`src/rtl/vx_execute_pkt_arb.sv`:
```
// Packet-atomic round-robin arbiter feeding one execute-unit port from NUM_INPUTS
// issue slices, with a registered full-throughput output stage.
module vx_execute_pkt_arb #(
  parameter int NUM_INPUTS = 4,
  parameter int DATAW      = 64,
  parameter int SEL_W      = (NUM_INPUTS > 1) ? $clog2(NUM_INPUTS) : 1
) (
  input  logic                        clk,
  input  logic                        reset,
  input  logic [NUM_INPUTS-1:0]       in_valid,
  input  logic [NUM_INPUTS*DATAW-1:0] in_data,
  output logic [NUM_INPUTS-1:0]       in_ready,
  output logic                        out_valid,
  output logic [DATAW-1:0]            out_data,
  input  logic                        out_ready,
  output logic [SEL_W-1:0]            out_sel
);

  localparam logic ST_UNLOCKED = 1'b0;
  localparam logic ST_LOCKED   = 1'b1;

  logic             state_q, state_d;
  logic [SEL_W-1:0] lock_idx_q, lock_idx_d;
  logic [SEL_W-1:0] rr_ptr_q, rr_ptr_d;
  logic             out_valid_q;
  logic [DATAW-1:0] out_data_q;
  logic [SEL_W-1:0] out_sel_q;

  logic [SEL_W-1:0] grant;
  logic [DATAW-1:0] slice_data [NUM_INPUTS];
  logic [DATAW-1:0] beat;
  logic             en;
  logic             xfer;
  logic             beat_sop;
  logic             beat_eop;

  assign en = ~out_valid_q | out_ready;

  generate
    for (genvar gi = 0; gi < NUM_INPUTS; gi++) begin : g_slice
      assign slice_data[gi] = in_data[gi*DATAW +: DATAW];
      assign in_ready[gi]   = ~reset & en & in_valid[gi] & (grant == SEL_W'(gi));
    end
  endgenerate

  // A held lock keeps the grant even while the owner has no valid beat.
  always_comb begin
    grant = rr_ptr_q;
    if (state_q == ST_LOCKED) begin
      grant = lock_idx_q;
    end else begin
      for (int k = NUM_INPUTS - 1; k >= 0; k--) begin
        if (in_valid[(int'(rr_ptr_q) + k) % NUM_INPUTS]) begin
          grant = SEL_W'((int'(rr_ptr_q) + k) % NUM_INPUTS);
        end
      end
    end
  end

  assign beat     = slice_data[grant];
  assign xfer     = |in_ready;
  assign beat_sop = beat[1];
  assign beat_eop = beat[0];

  // A non-eop beat accepted while unlocked opens a packet, even without sop.
  always_comb begin
    state_d    = state_q;
    lock_idx_d = lock_idx_q;
    rr_ptr_d   = rr_ptr_q;
    if (xfer) begin
      if (beat_eop) begin
        state_d  = ST_UNLOCKED;
        rr_ptr_d = (grant == SEL_W'(NUM_INPUTS - 1)) ? '0 : grant + SEL_W'(1);
      end else if (state_q == ST_UNLOCKED) begin
        state_d    = ST_LOCKED;
        lock_idx_d = grant;
      end
    end
  end

  always_ff @(posedge clk) begin
    if (reset) begin
      state_q     <= ST_UNLOCKED;
      lock_idx_q  <= '0;
      rr_ptr_q    <= '0;
      out_valid_q <= 1'b0;
      out_data_q  <= '0;
      out_sel_q   <= '0;
    end else begin
      state_q    <= state_d;
      lock_idx_q <= lock_idx_d;
      rr_ptr_q   <= rr_ptr_d;
      if (xfer) begin
        out_valid_q <= 1'b1;
        out_data_q  <= beat;
        out_sel_q   <= grant;
      end else if (out_ready) begin
        out_valid_q <= 1'b0;
      end
    end
  end

  assign out_valid = out_valid_q;
  assign out_data  = out_data_q;
  assign out_sel   = out_sel_q;

  a_ready_onehot0: assert property (@(posedge clk) disable iff (reset)
    $onehot0(in_ready));
  a_unlocked_sop: assert property (@(posedge clk) disable iff (reset)
    !(xfer && state_q == ST_UNLOCKED && !beat_sop));
  a_locked_no_sop: assert property (@(posedge clk) disable iff (reset)
    !(xfer && state_q == ST_LOCKED && beat_sop));

endmodule

```
`config.mk`:
```
export PLATFORM = sky130hd
export DESIGN_NAME = vx_execute_pkt_arb
export DESIGN_NICKNAME = d
export VERILOG_FILES = /design/src/rtl/vx_execute_pkt_arb.sv
export SDC_FILE = /design/constraint.sdc
export NUM_CORES = 1
export LEC_CHECK = 0
export ABC_AREA = 1
export BUFFER_PORTS_ARGS = -buffer_cell sky130_fd_sc_hd__buf_2
export CORE_AREA = 2 2 128 130
export DETAILED_ROUTE_END_ITERATION = 10
export DIE_AREA = 0 0 130 132
export MAX_ROUTING_LAYER = met4
export PLACE_DENSITY = 0.66
export SYNTH_ARGS = -nofsm -noshare
export SYNTH_HDL_FRONTEND = slang
export SYNTH_SLANG_ARGS = --single-unit
```
`constraint.sdc`:
```
create_clock -name clk -period 4.7 [get_ports clk]
set_input_delay 0.705 -clock clk [delete_from_list [all_inputs] [get_ports clk]]
set_output_delay 0.705 -clock clk [all_outputs]
set_load 0.005 [all_outputs]
```
==> Yosys cells after proc, flatten, opt, wreduce, memory -nomap -nowiden <==
Index checks and enable logic that the tools add are counted.
{ "totals": {"regBits": 72, "in_bits": 263} }
{ "op_classes": {"addsub": 4, "order_cmp": 5, "eq_ne": 3, "muxes": 23, "bitwise_logic": 18, "reduce_logical": 8} }
{ "ops": {"columns": ["op", "count"], "rows": [
  ["binary-select mux 64 bit (select 2 bit)", 1],
  ["two-way mux 64 bit", 2],
  ["< comparator 3 x 4 -> 1 bit (second input constant)", 3],
  ["two-way mux 2 bit", 6],
  ["two-way mux 1 bit", 10],
  ["AND 1 bit", 9],
  ["binary-select mux 1 bit (select 2 bit)", 4],
  ["OR reduction 2 bit", 3],
  ["adder 2 x 1 -> 2 bit (second input constant)", 2],
  ["adder 2 bit (second input constant)", 2],
  ["== test 2 bit (second input constant)", 2],
  ["inverter 1 bit", 4],
  ["OR reduction 4 bit", 1],
  ["AND 1 bit (first input constant)", 3],
  ["greater-or-equal comparator 3 bit (second input constant)", 1],
  ["< comparator 2 x 3 -> 1 bit (second input constant)", 1],
  ["inverter 2 -> 3 bit", 1],
  ["AND reduction 3 bit", 1],
  ["== test 2 x 1 -> 1 bit (second input constant)", 1],
  ["logical NOT 2 bit", 1],
  ["AND reduction 2 bit", 1],
  ["nonzero test 2 bit", 1],
  ["OR 1 bit", 1]
]} }

==> Longest topological paths before layout <==
Gate-level depths: netlist of run 1.
{ "logic_depth": {"word_depth": 17, "ltp_mapped": 21, "depth_no_buf": 19} }

==> Least setup slack after synthesis of run 1 <==
Ideal clock, no wire load.
{ "synth_path": {"kind": "input to output", "startpoint": "input in_valid[3]", "endpoint": "output in_ready[1]", "t_arrival_ns": 1.556, "required_ns": 3.995, "path_slack_ns": 2.439, "path_stages": 9, "path_buffers": 0, "path_cell_list": "inv_1 -> nand2_1 -> nand3_1 -> inv_1 -> nor2_1 -> nand2_1 -> o21ai_1 -> nand4_1 -> inv_1"} }
{ "synth_between": {"elab_chain_len": 10, "elab_cells_between_ends": 18, "cone_classes": "1 x eq/ne; 16 x mux; 1 x bitwise"} }
{ "synth_rtl": {"columns": ["element", "line_no", "source"], "rows": [
  ["from (decl)", "10", "input logic [NUM_INPUTS-1:0] in_valid,"],
  ["binary-select mux 1 bit (select 2 bit)", "53", "if (in_valid[(int'(rr_ptr_q) + k) % NUM_INPUTS]) begin"],
  ["two-way mux 1 bit (implied by the code) (2 in series)", "53", null],
  ["two-way mux 2 bit (3 in series)", "53", null],
  ["two-way mux 2 bit (*)", "53", null],
  ["two-way mux 2 bit (*)", "49", "if (state_q == ST_LOCKED) begin"],
  ["== test 2 x 1 -> 1 bit (*)", "42", "assign in_ready[gi] = ~reset & en & in_valid[gi] & (grant == SEL_W'(gi));"],
  ["AND 1 bit (*)", "42", null],
  ["to (decl)", "12", "output logic [NUM_INPUTS-1:0] in_ready,"]
]} }
Mark *: on every way between the ends. The rest lies on a longest branch, timed or not. The select of a mux whose other input is x is not followed.

==> Worst setup path after layout of run 1 <==
{ "layout_path": {"startpoint": "register rr_ptr_q[0]", "endpoint": "register out_data_q[23], in the netlist out_data[23]"} }
{ "layout_between": {"elab_chain_len": 13, "elab_cells_between_ends": 32, "cone_classes": "3 x add/sub; 3 x eq/ne; 19 x mux; 5 x bitwise; 2 x reduce/logical"} }
{ "layout_rtl": {"columns": ["element", "line_no", "source"], "rows": [
  ["from (decl)", "24", "logic [SEL_W-1:0] rr_ptr_q, rr_ptr_d;"],
  ["from (signal assigned)", "92", "rr_ptr_q <= rr_ptr_d;"],
  ["adder 2 bit", "53, 54", null],
  ["binary-select mux 1 bit (select 2 bit)", "53", null],
  ["two-way mux 1 bit (implied by the code) (2 in series)", "53", null],
  ["two-way mux 2 bit (3 in series)", "53", null],
  ["two-way mux 2 bit (*)", "53", null],
  ["two-way mux 2 bit (*)", "49", null],
  ["inverter 2 -> 3 bit (implied by the code)", "60", "assign beat = slice_data[grant];"],
  ["binary-select mux 64 bit (select 2 bit)", "60", null],
  ["two-way mux 64 bit (implied by the code) (2 in series)", "60", null],
  ["to (signal assigned)", "95", "out_data_q <= beat;"],
  ["to (decl)", "26", "logic [DATAW-1:0] out_data_q;"]
]} }
Marks and branches as above.
A chain may end at the register's enable or synchronous reset.

==> metrics.txt, run 1 <==
antenna-violating nets left 0; Worst VDD drop 0.000497 V; Mapped Avg Cell Area 6.09 µm²; Finished Layout Cells 1328; CP max-delay cell dfxtp_1; Clock Tree Buf Depth 2; height of the die approximately 130 µm; first-pass GRT wire length between 20000 and 30000 µm; Num CTS Buffers 9; Internal ~2.9 mW; post_cts resized 0; vias in the first global route between 5k and 6k; outcome finished clean; Final nets 1373; Max-cap violations 0; clk_lat worst skew between 300 and 400 ps; Distinct cells, synth 24; fin. max-slew vios 0; vias per inst ~4.8; Post-Syn Area 5010 µm²; Post-Place Cells 1315; RSZ-0062 raised after global routing no; Crit path buffers/inverters 2; net count of the mapped netlist 1086; Pwr Density a little over 900 nW/µm²; Via Count about 6.4k; FF+latch area approximately 1400 µm²; sequential element share of the synthesized area 28.8%; CP Data Required Time 4960 ps; Crit Path Max Fanout 29; port bufs 333; Final setup viols 0; nature of the critical path endpoint flop; Lkg Pwr between 3 and 4 nW; die width 130 µm; overall power 6.31 mW; Worst EP arrival 3660 ps; # DRC 0; CP startpoint kind flop; Fin. Hold Viols 0; Post-DP HPWL 13800 µm; Top delay family on crit path simple AND/OR/NAND/NOR gates; skew final about 8.0 ps; Starting DRT DRC Count roughly 340; CTS tree built; Seq cells post-synth 72; post-route setup TNS 0 ps; most used cell along the critical path nand2_1; CTS H-tree lvls 3; WS Path Type reg -> reg; Max stage delay on crit path about 610 ps; Seq pwr share around 15%; Slew @ Worst Pin 811 ps; WL per Instance 13.9 µm; YS warnings 0; Switch Pwr 3.44 mW; # rows 46; Clk pwr share 10.5%; Place WS 1120 ps; layout cell share with drive strength beyond 1 between 30% and 40%; Final Hold Slack 469 ps; combinational share of power 74.9%; antenna violations before repair 0; grt ovf 0; critical path cell sequence inv_4 > nand2_1 > nand2_1 > nand2_1 > nand3_1 > nand2_1 > nand2_2 > a21oi_4 > nor2_1 > nand2_2 > nand2_1 > nor2_4 > buf_4 > nor2_1 > nor2_1; Total GRT Usage 21.5%; Routability Congestion 0.914; Syn-to-layout area delta 39.1%; Hold/Removal Path Class reg -> reg; largest net degree at the start of global routing 88; 1st-pass router iterations 5; Final min period approximately 3400 ps; fillcell total 1744; Mapped Cells 823; Routed WL 18500 µm; Max-slew headroom 45.9%; initial core utilization a little under a third; Clock Pin Slew Worst Setup and Hold Paths 50 ps; die area about 17000 µm²; total core area ~16000 µm²; # IOs 334; f_max 294 MHz; switching share of power 54.5%; Final WS setup 1300 ps; post-route clock period utilization 72.4%; hold-fix buffers at CTS 0; clk sinks 72; Clock Root Buffer clkbuf_16; # diodes 0; area of the multi-input gates 3130 µm²; Setup Buffers After CTS 0
==> worst paths after layout <==
path	from	endpoint	slack, ps	cells past startpoint
setup / recovery	rr_ptr_q[0]$_SDFFE_PP0P_	out_data[23]$_SDFFE_PP0P_	1300	15
hold reg to reg	out_sel[0]$_SDFFE_PP0P_	out_sel[0]$_SDFFE_PP0P_	470	2
hold / removal	out_sel[0]$_SDFFE_PP0P_	out_sel[0]$_SDFFE_PP0P_	470	2
setup reg to reg	rr_ptr_q[0]$_SDFFE_PP0P_	out_data[23]$_SDFFE_PP0P_	1300	15
==> synth_stat cells <==
cell	count	area, µm²
a21oi_1	4	20.0
inv_1	21	78.8
or2_2	23	144
buf_6	4	45.0
nand2_1	205	769
nand3_4	1	17.5
a21oi_4	1	16.3
dfxtp_1	72	1440
nand2_4	2	22.5
buf_1	2	7.51
nand4_1	5	31.3
o21ai_1	13	65.1
nand3_1	26	130
o2bb2ai_1	46	403
inv_4	1	6.26
nand2_2	5	31.3
buf_4	9	67.6
inv_2	7	26.3
xor2_1	1	8.76
nor2_1	197	739
clkbuf_1	18	67.6
o211ai_1	28	210
o21ai_0	101	505
buf_2	31	155
==> sequential cells by signal, indices dropped and copies added (netlist names) <==
register,count
out_data,64
lock_idx_q,2
out_sel,2
rr_ptr_q,2
out_valid,1
state_q,1
==> worst register-to-register path: cells and delay by family, from the launching register on <==
family | cells | cell delay (ps)
and+or+nand+nor | 12 | 1670
DFF | 1 | 610
buffers and inverters | 2 | 550
AOI/OAI and AO/OA | 1 | 500
==> layout by cell type, fill, tap and decap left out, types with 2 or more instances in the layout <==
cell,n
buf_2,333
nand4_1,5
nand2_1,205
o21ai_0,101
nand3_1,26
nor2_1,196
a21oi_1,4
clkbuf_1,2
nand2_2,5
inv_4,2
nand2_4,2
o21ai_1,12
or2_2,23
o2bb2ai_1,46
dfxtp_1,72
inv_1,20
buf_4,6
clkbuf_16,9
inv_2,7
o211ai_1,28
==> power by group through the flow <==
stage                     combinational (mW)  sequential, mW  clock (mW)
after floorplan                         3.81           0.927           0
after global placement                  4.71           0.933           0
after detailed placement                4.76           0.935           0
after CTS                               4.76           0.925       0.676
after global routing                    5.37           0.946       0.703
final                                   4.72           0.926       0.661
==> final cells by class <==
| class | count | area share [%] |
|---|---|---|
| multi-input cells | 658 | 45.0 |
| clock inverters | 1 | 0.431 |
| flip-flops and latches | 72 | 20.7 |
| repair buffers | 340 | 24.9 |
| inverters | 29 | 1.63 |
| clock buffers | 12 | 3.54 |
| well taps | 216 | 3.88 |
==> cells by family after synthesis <==
kind of cell	after synthesis	share of synthesized area, %
compound gates	193	24.4
xor+xnor	1	0.175
simple gates	464	37.6
buf+inv	93	9.07
flops	72	28.8
==> metal layers <==
metal / track usage [%] / wire length, µm / vias up
met5: - / 0 / -
met4: 7.71 / 469 / 0
met3: 3.73 / 1120 / 34
li1: - / - / 3275
met1: 26.5 / 8050 / 2880
met2: 35.2 / 8850 / 236
==> stage by stage <==
step	area, µm²	util [%]
3_5_place_dp	6690	42.6
2_1_floorplan	5010	-
4_1_cts	6970	44.3
6_report	6970	44.3
5_1_grt	6970	44.3
3_3_place_gp	6690	42.6
No activity file was read; power rests on OpenSTA's default activity.
==> run 2, diff against run 1 <==
--- a/config.mk
+++ b/config.mk
@@ -7,9 +7,9 @@
 export LEC_CHECK = 0
 export ABC_AREA = 1
 export BUFFER_PORTS_ARGS = -buffer_cell sky130_fd_sc_hd__buf_2
-export CORE_AREA = 2 2 128 130
+export CORE_AREA = 2 2 131 133
 export DETAILED_ROUTE_END_ITERATION = 10
-export DIE_AREA = 0 0 130 132
+export DIE_AREA = 0 0 133 135
 export MAX_ROUTING_LAYER = met4
 export PLACE_DENSITY = 0.66
 export SYNTH_ARGS = -nofsm -noshare
==> constraint.sdc (replaced) <==
create_clock -name clk -period 3 [get_ports clk]
set_input_delay 0.45 -clock clk [delete_from_list [all_inputs] [get_ports clk]]
set_output_delay 0.45 -clock clk [all_outputs]
set_load 0.005 [all_outputs]
==> metrics.txt, run 2 (same netlist as run 1, synthesis figures left out) <==
outcome finished clean (unchanged); Clock Root Buffer clkbuf_16 (unchanged); post-route clock period utilization between 80% and 90%; post_cts resized 0 (unchanged); CTS tree built (unchanged); Fin. Hold Viols 0 (unchanged); commonest cells after routing, fill and taps aside buf_2, nand2_1, nor2_1 (unchanged); die width 133 µm (was 130 µm); critical path cell sequence inv_4 > nand2_1 > nand2_1 > nand2_1 > nand2_1 > inv_2 > nand2_1 > nand2_2 > nand2_1 > o21ai_4 > nand4_1 > inv_1 > buf_2 (was inv_4 > nand2_1 > nand2_1 > nand2_1 > nand3_1 > nand2_1 > nand2_2 > a21oi_4 > nor2_1 > nand2_2 > nand2_1 > nor2_4 > buf_4 > nor2_1 > nor2_1); Worst VDD drop 0.00112 V (was 0.000497 V); Total GRT Usage 20.1% (was 21.5%); # IOs 334 (unchanged); Clock Tree Buf Depth 2 (unchanged); Crit path buffers/inverters 4 (was 2); WS Path Type reg -> out (was reg -> reg); Routed WL 18100 µm (was 18500 µm); most used cell along the critical path nand2_1 (unchanged); max reg flops 64 (unchanged); Top delay family on crit path simple AND/OR/NAND/NOR gates (unchanged); antenna-violating nets left 0 (unchanged); Via Count 6364 (was 6425); Num CTS Buffers 9 (unchanged); fin. max-slew vios 0 (unchanged); layout cell share with drive strength beyond 1 36.1% (was 35.4%); RSZ-0062 raised after global routing no (unchanged); placed cell area 6780 µm² (was 6690 µm²); Pwr Density 1450 nW/µm² (was 906 nW/µm²); height of the die 135 µm (was 132 µm); 1st-pass router iterations 5 (unchanged); Final Instance Area 7130 µm² (was 6970 µm²); vias in the first global route 6082 (was 5953); fillcell total 1768 (was 1744); WL per Instance 13.5 µm (was 13.9 µm); grt ovf 0 (unchanged); commonest non-fill, non-tap cell in the layout buf_2 (unchanged); # DRC 0 (unchanged); Final min period about 2600 ps; nature of the critical path endpoint primary output (was flop); initial core utilization 30.5% (was 31.9%); Crit Path Max Fanout 10 (was 29); Syn-to-layout area delta 42.4% (was 39.1%); post-route setup TNS 0 ps (unchanged); Max-slew headroom 58.7% (was 45.9%); CP startpoint kind flop (unchanged); Max stage delay on crit path 570 ps (was 610 ps); CP Data Required Time 2550 ps (was 4960 ps); Final setup viols 0 (unchanged); total core area 16400 µm² (was 15700 µm²); Hold/Removal Path Class in -> reg (was reg -> reg); Max-cap violations 0 (unchanged); Clock Pin Slew Worst Setup and Hold Paths 50 ps (about the same); hold-fix buffers at CTS 0 (unchanged); clk sinks 72 (unchanged); die area 18000 µm² (was 17200 µm²); skew final 7.67 ps (was 8.00 ps); CP max-delay cell dfxtp_1 (unchanged); antenna violations before repair 1 (was 0); Final nets 1379 (was 1373); Routability Congestion 0.891 (was 0.914); Setup Buffers After CTS 0 (unchanged); vias per inst 4.75 (was 4.84); f_max 388 MHz; # rows 47 (was 46); port bufs 333 (unchanged); Lkg Pwr 3.74 nW (was 3.66 nW); Starting DRT DRC Count 389 (was 337); clk_lat worst skew 330 ps (about the same); CTS H-tree lvls 3 (unchanged); # diodes 0 (unchanged); Slew @ Worst Pin 620 ps (was 811 ps); Worst EP arrival 2130 ps (was 3660 ps); Post-DP HPWL 13600 µm (was 13800 µm); largest net degree at the start of global routing 88 (unchanged); first-pass GRT wire length 28900 µm (about the same)
==> run 2: path summary, 6_finish.rpt <==
| check | to | cells past startpoint | start | slack, ps |
|---|---|---|---|---|
| worst min register to register | out_sel[0]$_SDFFE_PP0P_ | 2 | out_sel[0]$_SDFFE_PP0P_ | 460 |
| worst min-delay path | out_data[0]$_SDFFE_PP0P_ | 2 | reset | 370 |
| worst max register to register | out_data[11]$_SDFFE_PP0P_ | 17 | rr_ptr_q[0]$_SDFFE_PP0P_ | 430 |
| worst max-delay path | in_ready[1] | 13 | rr_ptr_q[0]$_SDFFE_PP0P_ | 420 |
==> run 2: stage by stage <==
step | utilization [%] | power (mW) | hold slack, ps | setup WS (ps) | std cells
floorplan | - | 7.43 | 449 | 1030 | 823
global placement | 41.3 | 9.09 | 452 | 559 | 1325
detailed placement | 41.3 | 9.14 | 458 | 482 | 1325
CTS | 43.5 | 10.5 | 341 | 442 | 1341
global route | 43.5 | 11.6 | 364 | 140 | 1341
finish | 43.5 | 10.3 | 369 | 422 | 1341
==> run 2: layout make-up <==
| cell class | instances | area [µm²] | share of cell area (%) |
|---|---|---|---|
| Multi-Input combinational cell | 658 | 3130 | 43.9 |
| Timing Repair Buffer | 346 | 1810 | 25.4 |
| Sequential cell | 72 | 1440 | 20.2 |
| Tap cell | 220 | 275 | 3.86 |
| Clock buffer | 11 | 253 | 3.54 |
| Inverter | 29 | 114 | 1.60 |
| Clock inverter | 5 | 103 | 1.44 |
==> run 2: power breakdown <==
group	internal, mW	switching [mW]
Sequential	1.28	0.175
Clock	0.856	0.402
Combinational	2.78	4.85
==> run 2: per-layer routing <==
metal | routed length [µm] | track usage, % | up-vias
met3 | 1090 | 3.64 | 27
met2 | 8760 | 33.6 | 245
met1 | 7830 | 24.1 | 2803
met4 | 385 | 8.18 | 0
met5 | 0 | - | -
li1 | - | - | 3289
